File: src/rtl/odpc_pkg.sv
// ============================================================
// Module : odpc_pkg
// Brief  : Shared defaults and state encoding for the LBP output path.
// Rev    : 1.0
// ============================================================
`default_nettype none

package odpc_pkg;

    localparam int c_CODE_W_DEFAULT = 8;
    localparam int c_ERR_W_DEFAULT  = 8;

    typedef enum logic [0:0] {
        COLLECT = 1'b0,
        FULL    = 1'b1
    } state_t;

endpackage

`default_nettype wire

File: src/rtl/lbp_shift_channel.sv
// ============================================================
// Module : lbp_shift_channel
// Brief  : MSB-first deserialiser for one channel; holds when not enabled.
// Rev    : 1.0
// ============================================================
`default_nettype none

module lbp_shift_channel
    import odpc_pkg::*;
#(
    parameter int CODE_W = c_CODE_W_DEFAULT
) (
    input  logic              clk,
    input  logic              reset,
    input  logic              i_shift_en,
    input  logic              i_bit,
    output logic [CODE_W-1:0] o_data
);

    logic [CODE_W-1:0] r_data;

    always_ff @(posedge clk or posedge reset) begin
        if (reset) begin
            r_data <= '0;
        end else if (i_shift_en) begin
            r_data <= {r_data[CODE_W-2:0], i_bit};
        end
    end

    assign o_data = r_data;

endmodule

`default_nettype wire

File: src/rtl/lbp_code_packer.sv
// ============================================================
// Module : lbp_code_packer
// Brief  : Packs dual-channel serial LBP bits into word pairs with
//          valid/ready output, mismatch flag and saturating error count.
// Rev    : 1.0
// ============================================================
`default_nettype none

module lbp_code_packer
    import odpc_pkg::*;
#(
    parameter int CODE_W = c_CODE_W_DEFAULT,
    parameter int ERR_W  = c_ERR_W_DEFAULT
) (
    input  logic              clk,
    input  logic              reset,
    input  logic              bit_valid,
    output logic              bit_ready,
    input  logic              lbp_bit1,
    input  logic              lbp_bit2,
    input  logic              minmax_on,
    output logic              code_valid,
    input  logic              code_ready,
    output logic [CODE_W-1:0] code1,
    output logic [CODE_W-1:0] code2,
    output logic              code_mismatch,
    output logic              code_minmax,
    output logic [ERR_W-1:0]  err_count
);

    localparam int                 c_CNT_W   = (CODE_W > 1) ? $clog2(CODE_W) : 1;
    localparam logic [c_CNT_W-1:0] c_LAST    = c_CNT_W'(CODE_W - 1);
    localparam logic [ERR_W-1:0]   c_ERR_MAX = '1;

    state_t             r_state;
    logic [c_CNT_W-1:0] r_bit_cnt;
    logic               r_tag;
    logic               r_bit_ready;
    logic [CODE_W-1:0]  r_code1;
    logic [CODE_W-1:0]  r_code2;
    logic               r_code_valid;
    logic               r_code_mismatch;
    logic               r_code_minmax;
    logic [ERR_W-1:0]   r_err_count;

    logic [CODE_W-1:0]  w_sr1;
    logic [CODE_W-1:0]  w_sr2;
    logic [CODE_W-1:0]  w_word1;
    logic [CODE_W-1:0]  w_word2;
    logic               w_accept;
    logic               w_last;
    logic               w_slot_free;
    logic               w_load;

    lbp_shift_channel #(.CODE_W(CODE_W)) u_ch1 (
        .clk        (clk),
        .reset      (reset),
        .i_shift_en (w_accept),
        .i_bit      (lbp_bit1),
        .o_data     (w_sr1)
    );

    lbp_shift_channel #(.CODE_W(CODE_W)) u_ch2 (
        .clk        (clk),
        .reset      (reset),
        .i_shift_en (w_accept),
        .i_bit      (lbp_bit2),
        .o_data     (w_sr2)
    );

    assign w_accept    = bit_valid && r_bit_ready;
    assign w_last      = w_accept && (r_bit_cnt == c_LAST);
    assign w_slot_free = !r_code_valid || code_ready;
    assign w_load      = (r_state == COLLECT) ? (w_last && w_slot_free) : code_ready;

    // In COLLECT the final bit is still on the inputs; in FULL it already sits in the shifters.
    assign w_word1 = (r_state == FULL) ? w_sr1 : {w_sr1[CODE_W-2:0], lbp_bit1};
    assign w_word2 = (r_state == FULL) ? w_sr2 : {w_sr2[CODE_W-2:0], lbp_bit2};

    always_ff @(posedge clk or posedge reset) begin
        if (reset) begin
            r_state         <= COLLECT;
            r_bit_cnt       <= '0;
            r_tag           <= 1'b0;
            r_bit_ready     <= 1'b0;
            r_code1         <= '0;
            r_code2         <= '0;
            r_code_valid    <= 1'b0;
            r_code_mismatch <= 1'b0;
            r_code_minmax   <= 1'b0;
            r_err_count     <= '0;
        end else begin
            if (w_accept && (r_bit_cnt == '0)) begin
                r_tag <= minmax_on;
            end

            case (r_state)
                COLLECT: begin
                    r_bit_ready <= 1'b1;
                    if (w_last) begin
                        if (w_slot_free) begin
                            r_bit_cnt <= '0;
                        end else begin
                            r_state     <= FULL;
                            r_bit_ready <= 1'b0;
                        end
                    end else if (w_accept) begin
                        r_bit_cnt <= r_bit_cnt + 1'b1;
                    end
                end
                FULL: begin
                    if (code_ready) begin
                        r_state     <= COLLECT;
                        r_bit_cnt   <= '0;
                        r_bit_ready <= 1'b1;
                    end
                end
            endcase

            if (w_load) begin
                r_code1         <= w_word1;
                r_code2         <= w_word2;
                r_code_minmax   <= r_tag;
                r_code_mismatch <= (w_word1 != w_word2);
                r_code_valid    <= 1'b1;
                if ((w_word1 != w_word2) && (r_err_count != c_ERR_MAX)) begin
                    r_err_count <= r_err_count + 1'b1;
                end
            end else if (code_ready) begin
                r_code_valid <= 1'b0;
            end
        end
    end

    assign bit_ready     = r_bit_ready;
    assign code_valid    = r_code_valid;
    assign code1         = r_code1;
    assign code2         = r_code2;
    assign code_mismatch = r_code_mismatch;
    assign code_minmax   = r_code_minmax;
    assign err_count     = r_err_count;

endmodule

`default_nettype wire

File: config.mk
export PLATFORM = sky130hd
export DESIGN_NAME = lbp_code_packer
export DESIGN_NICKNAME = d
export VERILOG_FILES = /design/src/rtl/odpc_pkg.sv /design/src/rtl/lbp_shift_channel.sv /design/src/rtl/lbp_code_packer.sv
export SDC_FILE = /design/constraint.sdc
export NUM_CORES = 1
export LEC_CHECK = 0
export BUFFER_PORTS_ARGS = -buffer_cell sky130_fd_sc_hd__clkbuf_2
export CELL_PAD_IN_SITES_DETAIL_PLACEMENT = 1
export CELL_PAD_IN_SITES_GLOBAL_PLACEMENT = 2
export CORE_MARGIN = 4
export CORE_UTILIZATION = 40
export CTS_CLUSTER_DIAMETER = 100
export DETAILED_ROUTE_END_ITERATION = 8
export GPL_TIMING_DRIVEN = 1
export PLACE_DENSITY_LB_ADDON = 0.08
export SLEW_MARGIN = 20
export SYNTH_ARGS = -nofsm -noshare
export SYNTH_HDL_FRONTEND = slang
export SYNTH_HIERARCHICAL = 1
export SYNTH_SLANG_ARGS = --single-unit
File: constraint.sdc
create_clock -name clk -period 4 [get_ports clk]
set_clock_uncertainty 0.2 [all_clocks]
set_input_delay 1.2 -clock clk [delete_from_list [all_inputs] [get_ports clk]]
set_output_delay 1.2 -clock clk [all_outputs]
set_load 0.005 [all_outputs]
==> results of run 1 <==
==> layout by cell type, fill, tap and decap left out, types with 3 or more instances in the layout <==
cell type and instances:
nand4_1 4, nand3_1 4, ha_1 4, a21oi_1 3, clkbuf_2 34, buf_4 4
xnor2_1 4, mux2_4 16, xor2_1 10, mux2i_1 18, clkbuf_8 5, nand2_1 24
dfrtp_1 49, inv_1 8, o21ai_0 18, mux2_2 5
==> how the worst min path moves through the flow <==
stage | end | slack, ns | startpoint | depth (start not counted)
floorplan | code1[0] | 0.27 | code1[0] | 2
global placement | code1[2] | 0.27 | code1[2] | 2
detailed placement | code2[5] | 0.28 | code2[5] | 2
CTS | code2[5] | 0.30 | code2[5] | 2
global route | code1[3] | 0.33 | code1[3] | 2
finish | code2[5] | 0.29 | code2[5] | 2
==> power groups by stage <==
stage	combinational, W	sequential [W]	clock [W]
2_1_floorplan	0.000266	0.000785	0
3_3_place_gp	0.000418	0.000806	0
3_5_place_dp	0.000434	0.000819	0
4_1_cts	0.000437	0.000809	0.000299
5_1_grt	0.000484	0.000838	0.000319
6_report	0.000424	0.000806	0.000291
==> layout make-up <==
type,instances,area [um^2]
Fill cell,600,2919
Sequential cell,49,1226
Multi-Input combinational cell,129,1022
Timing Repair Buffer,38,200.2
Tap cell,72,90.09
Clock buffer,5,68.82
Inverter,8,30.03
Clock inverter,3,17.52
==> cells in the mapped netlist, types with 2 or more instances <==
| master | n | area, um^2 |
|---|---|---|
| nor2_1 | 2 | 7.510 |
| mux2i_1 | 18 | 180.2 |
| mux2_4 | 16 | 240.2 |
| inv_1 | 8 | 30.03 |
| dfrtp_1 | 49 | 1226 |
| a21oi_1 | 3 | 15.01 |
| and3_1 | 2 | 12.51 |
| o21ai_0 | 18 | 90.09 |
| nand4_1 | 4 | 25.02 |
| nor3_1 | 2 | 10.01 |
| o31ai_1 | 2 | 15.01 |
| clkbuf_1 | 5 | 18.77 |
| a31oi_1 | 2 | 12.51 |
| ha_1 | 4 | 50.05 |
| buf_6 | 2 | 22.52 |
| nor3b_1 | 2 | 15.01 |
| nand3_1 | 4 | 20.02 |
| mux2_2 | 5 | 56.30 |
| nand2_1 | 24 | 90.09 |
| xor2_1 | 10 | 87.58 |
| xnor2_1 | 4 | 35.03 |
==> metal layers <==
| layer | track usage | share of wire | vias up |
|---|---|---|---|
| li1 | - | - | 749 |
| met1 | 0.1886 | 0.45 | 801 |
| met2 | 0.2554 | 0.50 | 22 |
| met3 | 0.03533 | 0.040 | 5 |
| met4 | 0.03453 | 0.010 | 0 |
| met5 | 0 | 0 | - |
==> stage by stage <==
stage                     power, W  area (um^2)  hold WS (ns)  setup WS, ns
after global placement    0.001224         2569        0.2683         1.083
after CTS                 0.001545         2655        0.2962         1.353
after global routing      0.001641         2655        0.3285         1.252
final                     0.001522         2655        0.2902         1.374
after floorplan           0.001050         2332        0.2733         1.463
after detailed placement  0.001253         2569        0.2751         1.024
==> flip-flops by register name, summed over array words and instances (netlist names), 3 cells and up <==
| register | cells |
|---|---|
| code1 | 8 |
| u_ch2/o_data | 8 |
| u_ch1/o_data | 8 |
| err_count | 8 |
| r_bit_cnt | 3 |
| code2 | 8 |
==> tightest hold or removal path, stage by stage, from the launching register on <==
cell     delay [ns]
dfrtp_1        0.35
nand2_1        0.05
o21ai_0        0.06
==> kinds of logic after synthesis <==
family	synth area share
compound gates	0.07457
xor+xnor	0.05257
fa+ha+maj	0.02146
buf+inv	0.03594
flops	0.5258
mux	0.2044
simple gates	0.08530
==> metrics.cfg, run 1 <==
[run_status]
outcome=finished, final reports clean

[cts]
cts_tree=yes
clock_sinks=49
clock_path_buffers=2
ctsResizeCount=0
clk_pin_slew_worst_paths_ns=0.09
h-tree-depth=2
clk_latency_ns=0.30
cts-root-buf=clkbuf_8
postCtsSetupBuffers=0
cts-buffers-inserted=5
postCtsHoldBufs=0

[min_path]
min_path_type=flip-flop to flip-flop

[floorplan]
rows=27
initial_core_util=0.4184
pin_count=35
die_h_um=84.36
die_width_um=84.36
dieArea_um2=7117
core_um2=5574

[synthesis]
ys_ff_latch=49
ys_async_sr_fraction=1.000
syn_nets=206
synth.avg_cell_area_um2=11.96
syn_inst=195
ys.flop_type=dfrtp_1
synth_edf_count=0
seq_area_frac_synth=0.5258
ys_types=30
yosysWarnings=6
synthesis.area_um2=2332

[pwr]
intPower_w=0.001008
swShare=0.3374
ir_drop_v=0.0002513
leakagePower_nw=1.252
p_seq_frac=0.530
pwr-share-clk=0.191
p_per_area_nw_per_um2=573.1
pwr-share-comb=0.279
power_switching_w=0.0005134

[worst_setup_path]
critPathMaxStageDelay_ns=0.61
crit_start=code_ready
crit_end=code_minmax
crit_required_ns=4.00
r2r_cells=6
critPathTopFamily=compound AO/OA/AOI/OAI gates
rr_endpoint=code_minmax
crit_buf_inv=2
cp.arrival_ns=2.62
worstSetupPathDepth=4
crit_fanout=20
rr_startpoint=r_bit_cnt[0]
crit_type=input port to flip-flop
crit_path_end_kind=flip-flop
worstPathCellList=clkbuf_2 > o21ai_2 > buf_4 > mux2_2
reg2reg_slack_ns=1.52
slowest_stage=o21ai_2
startpoint_type=input port

[global_route]
overflow=0
grt_pass1_vias=1656
antenna_found_initial=0
grt_usage=0.1481
grt_max_degree=34
grt_pass1_wl_mm=8.473

[sta]
layout_min_cycle_time_ns=2.626
hold_violations=0
slew_viol_final=0
fin_setup_tns_ns=0
worst_pin_slew_ns=0.7267
rsz0062_at_grt=no
fmax_ghz=0.3808
finalSetupViolations=0
maxSlewHeadroom=0.5155
timing.final.crit_share=0.6564

[placed_design]
place_inst=296
portBuffers=34
gp_congestion=0.7841
dp_hpwl_mm=3.635

[detailed_routing]
first_pass_iters=4
vias=1577
drtIter0Drc=54
drt.antenna.violating_nets=0
drc=0
viasPerCell=5.188
avgRoutedWirePerCell_um=16.29
wl_mm=4.953

[run]
max_cap_viol_count=0

[finish]
final_util=0.4763
area_delta_synth_final_pct=13.84
drive_above_1_share=0.3017
fin_nets=242
fin_cells=304
diodes=0

No activity file was read; power rests on OpenSTA's default activity.
==> run 2, diff against run 1 <==
--- a/config.mk
+++ b/config.mk
@@ -9,7 +9,7 @@
 export CELL_PAD_IN_SITES_DETAIL_PLACEMENT = 1
 export CELL_PAD_IN_SITES_GLOBAL_PLACEMENT = 2
 export CORE_MARGIN = 4
-export CORE_UTILIZATION = 40
+export CORE_UTILIZATION = 37
 export CTS_CLUSTER_DIAMETER = 100
 export DETAILED_ROUTE_END_ITERATION = 8
 export GPL_TIMING_DRIVEN = 1
==> constraint.sdc (replaced) <==
create_clock -name clk -period 2.5 [get_ports clk]
set_clock_uncertainty 0.2 [all_clocks]
set_input_delay 0.75 -clock clk [delete_from_list [all_inputs] [get_ports clk]]
set_output_delay 0.75 -clock clk [all_outputs]
set_load 0.005 [all_outputs]
==> run 2 against run 1 <==
- combinational power is 60% higher
- sequential share of layout area down 0.35 points
- die area increased by 7.3%
- setup slack got worse by 1.1 ns
- critical path depth increased by 2
- final area grew 0.75%
- via count decreased by 0.13%
- first-iteration DRC count shrank 20%
- wire length increased by 2.8%
- global-route usage fell by 0.32 points
- highest routed layer unchanged
==> metrics.cfg, run 2 (synthesis gave the netlist of run 1 again) <==
[global_route]
grt_pass1_wl_mm=8.625  ; was 8.473 mm
overflow=0  ; unchanged
antenna_found_initial=0  ; unchanged
grt_usage=0.1448  ; was 0.1481
grt_max_degree=21  ; was 34
grt_pass1_vias=1718  ; was 1656

[finish]
fillers=680  ; was 600
final_common_cell=dfrtp_1  ; unchanged
final_cell_mix=dfrtp_1 (49), clkbuf_2 (34), nand2_1 (24), mux2i_1 (18), o21ai_0 (18)  ; unchanged
diodes=0  ; unchanged
fin_cells=310  ; was 304
fin_nets=245  ; was 242
postLayoutCellArea_um2=2675  ; was 2655 um^2
area_delta_synth_final_pct=14.70  ; was 13.84%
drive_above_1_share=0.2979  ; was 0.3017

[detailed_routing]
drtIter0Drc=43  ; was 54
avgRoutedWirePerCell_um=16.43  ; was 16.29 um
wl_mm=5.093  ; was 4.953 mm
drc=0  ; unchanged
first_pass_iters=4  ; unchanged
drt.antenna.violating_nets=0  ; unchanged
vias=1575  ; was 1577
viasPerCell=5.081  ; was 5.188

[cts]
cts-buffers-inserted=5  ; unchanged
h-tree-depth=2  ; unchanged
cts_tree=yes  ; unchanged
postCtsSetupBuffers=0  ; unchanged
clk_latency_ns=0.30  ; about the same
ctsResizeCount=0  ; unchanged
clk_pin_slew_worst_paths_ns=0.09  ; about the same
cts-root-buf=clkbuf_8  ; unchanged
clock_sinks=49  ; unchanged
postCtsHoldBufs=0  ; unchanged
clock_path_buffers=2  ; unchanged

[run]
max_cap_viol_count=0  ; unchanged

[floorplan]
pin_count=35  ; unchanged
dieArea_um2=7638  ; was 7117 um^2
die_h_um=87.40  ; was 84.36 um
die_width_um=87.40  ; was 84.36 um
core_um2=6026  ; was 5574 um^2
initial_core_util=0.3870  ; was 0.4184
rows=28  ; was 27

[placed_design]
gp_congestion=0.7753  ; was 0.7841
portBuffers=34  ; unchanged
dp_hpwl_mm=3.836  ; was 3.635 mm
postPlaceCellArea_um2=2595  ; was 2569 um^2
place_inst=302  ; was 296

[worst_setup_path]
slowest_stage=dfrtp_1  ; was o21ai_2
r2r_cells=6  ; unchanged
crit_path_end_kind=flip-flop  ; unchanged
critPathMaxStageDelay_ns=0.42  ; was 0.61 ns
crit_required_ns=2.49  ; was 4.00 ns
cp.arrival_ns=2.18  ; was 2.62 ns
path_common_cell=ha_1
startpoint_type=flip-flop  ; was input port
crit_type=flip-flop to flip-flop  ; was input port to flip-flop
crit_buf_inv=1  ; was 2
critPathTopFamily=adder cells  ; was compound AO/OA/AOI/OAI gates
worstPathCellList=ha_1 > ha_1 > a31o_2 > o21ai_2 > buf_4 > mux2_2  ; was clkbuf_2 > o21ai_2 > buf_4 > mux2_2
worstSetupPathDepth=6  ; was 4
crit_fanout=13  ; was 20

[sta]
rsz0062_at_grt=no  ; unchanged
timing.final.crit_share=0.8755
hold_violations=0  ; unchanged
maxSlewHeadroom=0.7448  ; was 0.5155
fmax_ghz=0.4569
worst_pin_slew_ns=0.3827  ; was 0.7267 ns
fin_setup_tns_ns=0  ; unchanged
slew_viol_final=0  ; unchanged
finalSetupViolations=0  ; unchanged
layout_min_cycle_time_ns=2.189
whs_ns=0.1969  ; was 0.2902 ns

[min_path]
min_path_type=input port to async pin  ; was flip-flop to flip-flop

[run_status]
outcome=finished, final reports clean  ; unchanged

[pwr]
leakagePower_nw=1.262  ; was 1.252 nW
ir_drop_v=0.0003742  ; was 0.0002513 V
p_per_area_nw_per_um2=901.6  ; was 573.1 nW/um^2

[run 2: cell types whose count changed in the layout (fill, tap and decap cells not counted), sizes merged]
cell	previous run	this run
clkbuf	39	42
clkinv	2	0
clkinvlp	1	0
buf	4	7
[run 2: layout make-up]
| class | instances | area [um^2] | share of cell area |
|---|---|---|---|
| tap | 75 | 93.84 | 0.03508 |
| sequential | 49 | 1226 | 0.4584 |
| clock buffer | 8 | 80.08 | 0.02993 |
| timing repair buffer | 41 | 222.7 | 0.08326 |
| inverter | 8 | 30.03 | 0.01123 |
| multi-input combinational | 129 | 1022 | 0.3821 |
[run 2: per-layer routing]
layer / track usage / up-vias / wire length (um)
met5: 0 / - / 0
met4: 0.03905 / 0 / 43
met3: 0.03217 / 4 / 177
met2: 0.2452 / 23 / 2546
met1: 0.1860 / 794 / 2325
li1: - / 754 / -
[run 2: path summary, 6_finish.rpt]
kind	end	start	slack (ns)
max in group asynchronous	code2[4]	reset	1.61
worst min-delay path	u_ch1/o_data[2]	reset	0.20
worst min register to register	code2[1]	code2[1]	0.29
min in group clk	code2[1]	code2[1]	0.29
worst max register to register	code_minmax	r_bit_cnt[0]	0.31
worst max-delay path	code_minmax	r_bit_cnt[0]	0.31
[run 2: power by group]
group | total [W] | internal (W) | switching [W]
clock network | 0.000449 | 0.000199 | 0.000249
logic | 0.000680 | 0.000379 | 0.000301
registers | 0.00128 | 0.00104 | 0.000239
[run 2: worst reg2reg max path: cells and delay by family, from the launching register on]
| kind | cells | cell delay [ns] |
|---|---|---|
| flip-flops | 1 | 0.42 |
| multiplexers | 1 | 0.34 |
| buffers and inverters | 1 | 0.23 |
| adder cells (fa/ha/maj) | 2 | 0.46 |
| AO/OA/AOI/OAI | 2 | 0.44 |
[run 2: stage by stage]
step / utilization / total power [W] / worst slack, ns
floorplan: - / 0.001680 / 0.4127
global placement: 0.4306 / 0.001960 / 0.3495
CTS: 0.4439 / 0.002466 / 0.2811
global route: 0.4439 / 0.002610 / 0.2049
finish: 0.4439 / 0.002412 / 0.3113
detailed placement: 0.4306 / 0.002005 / 0.2913
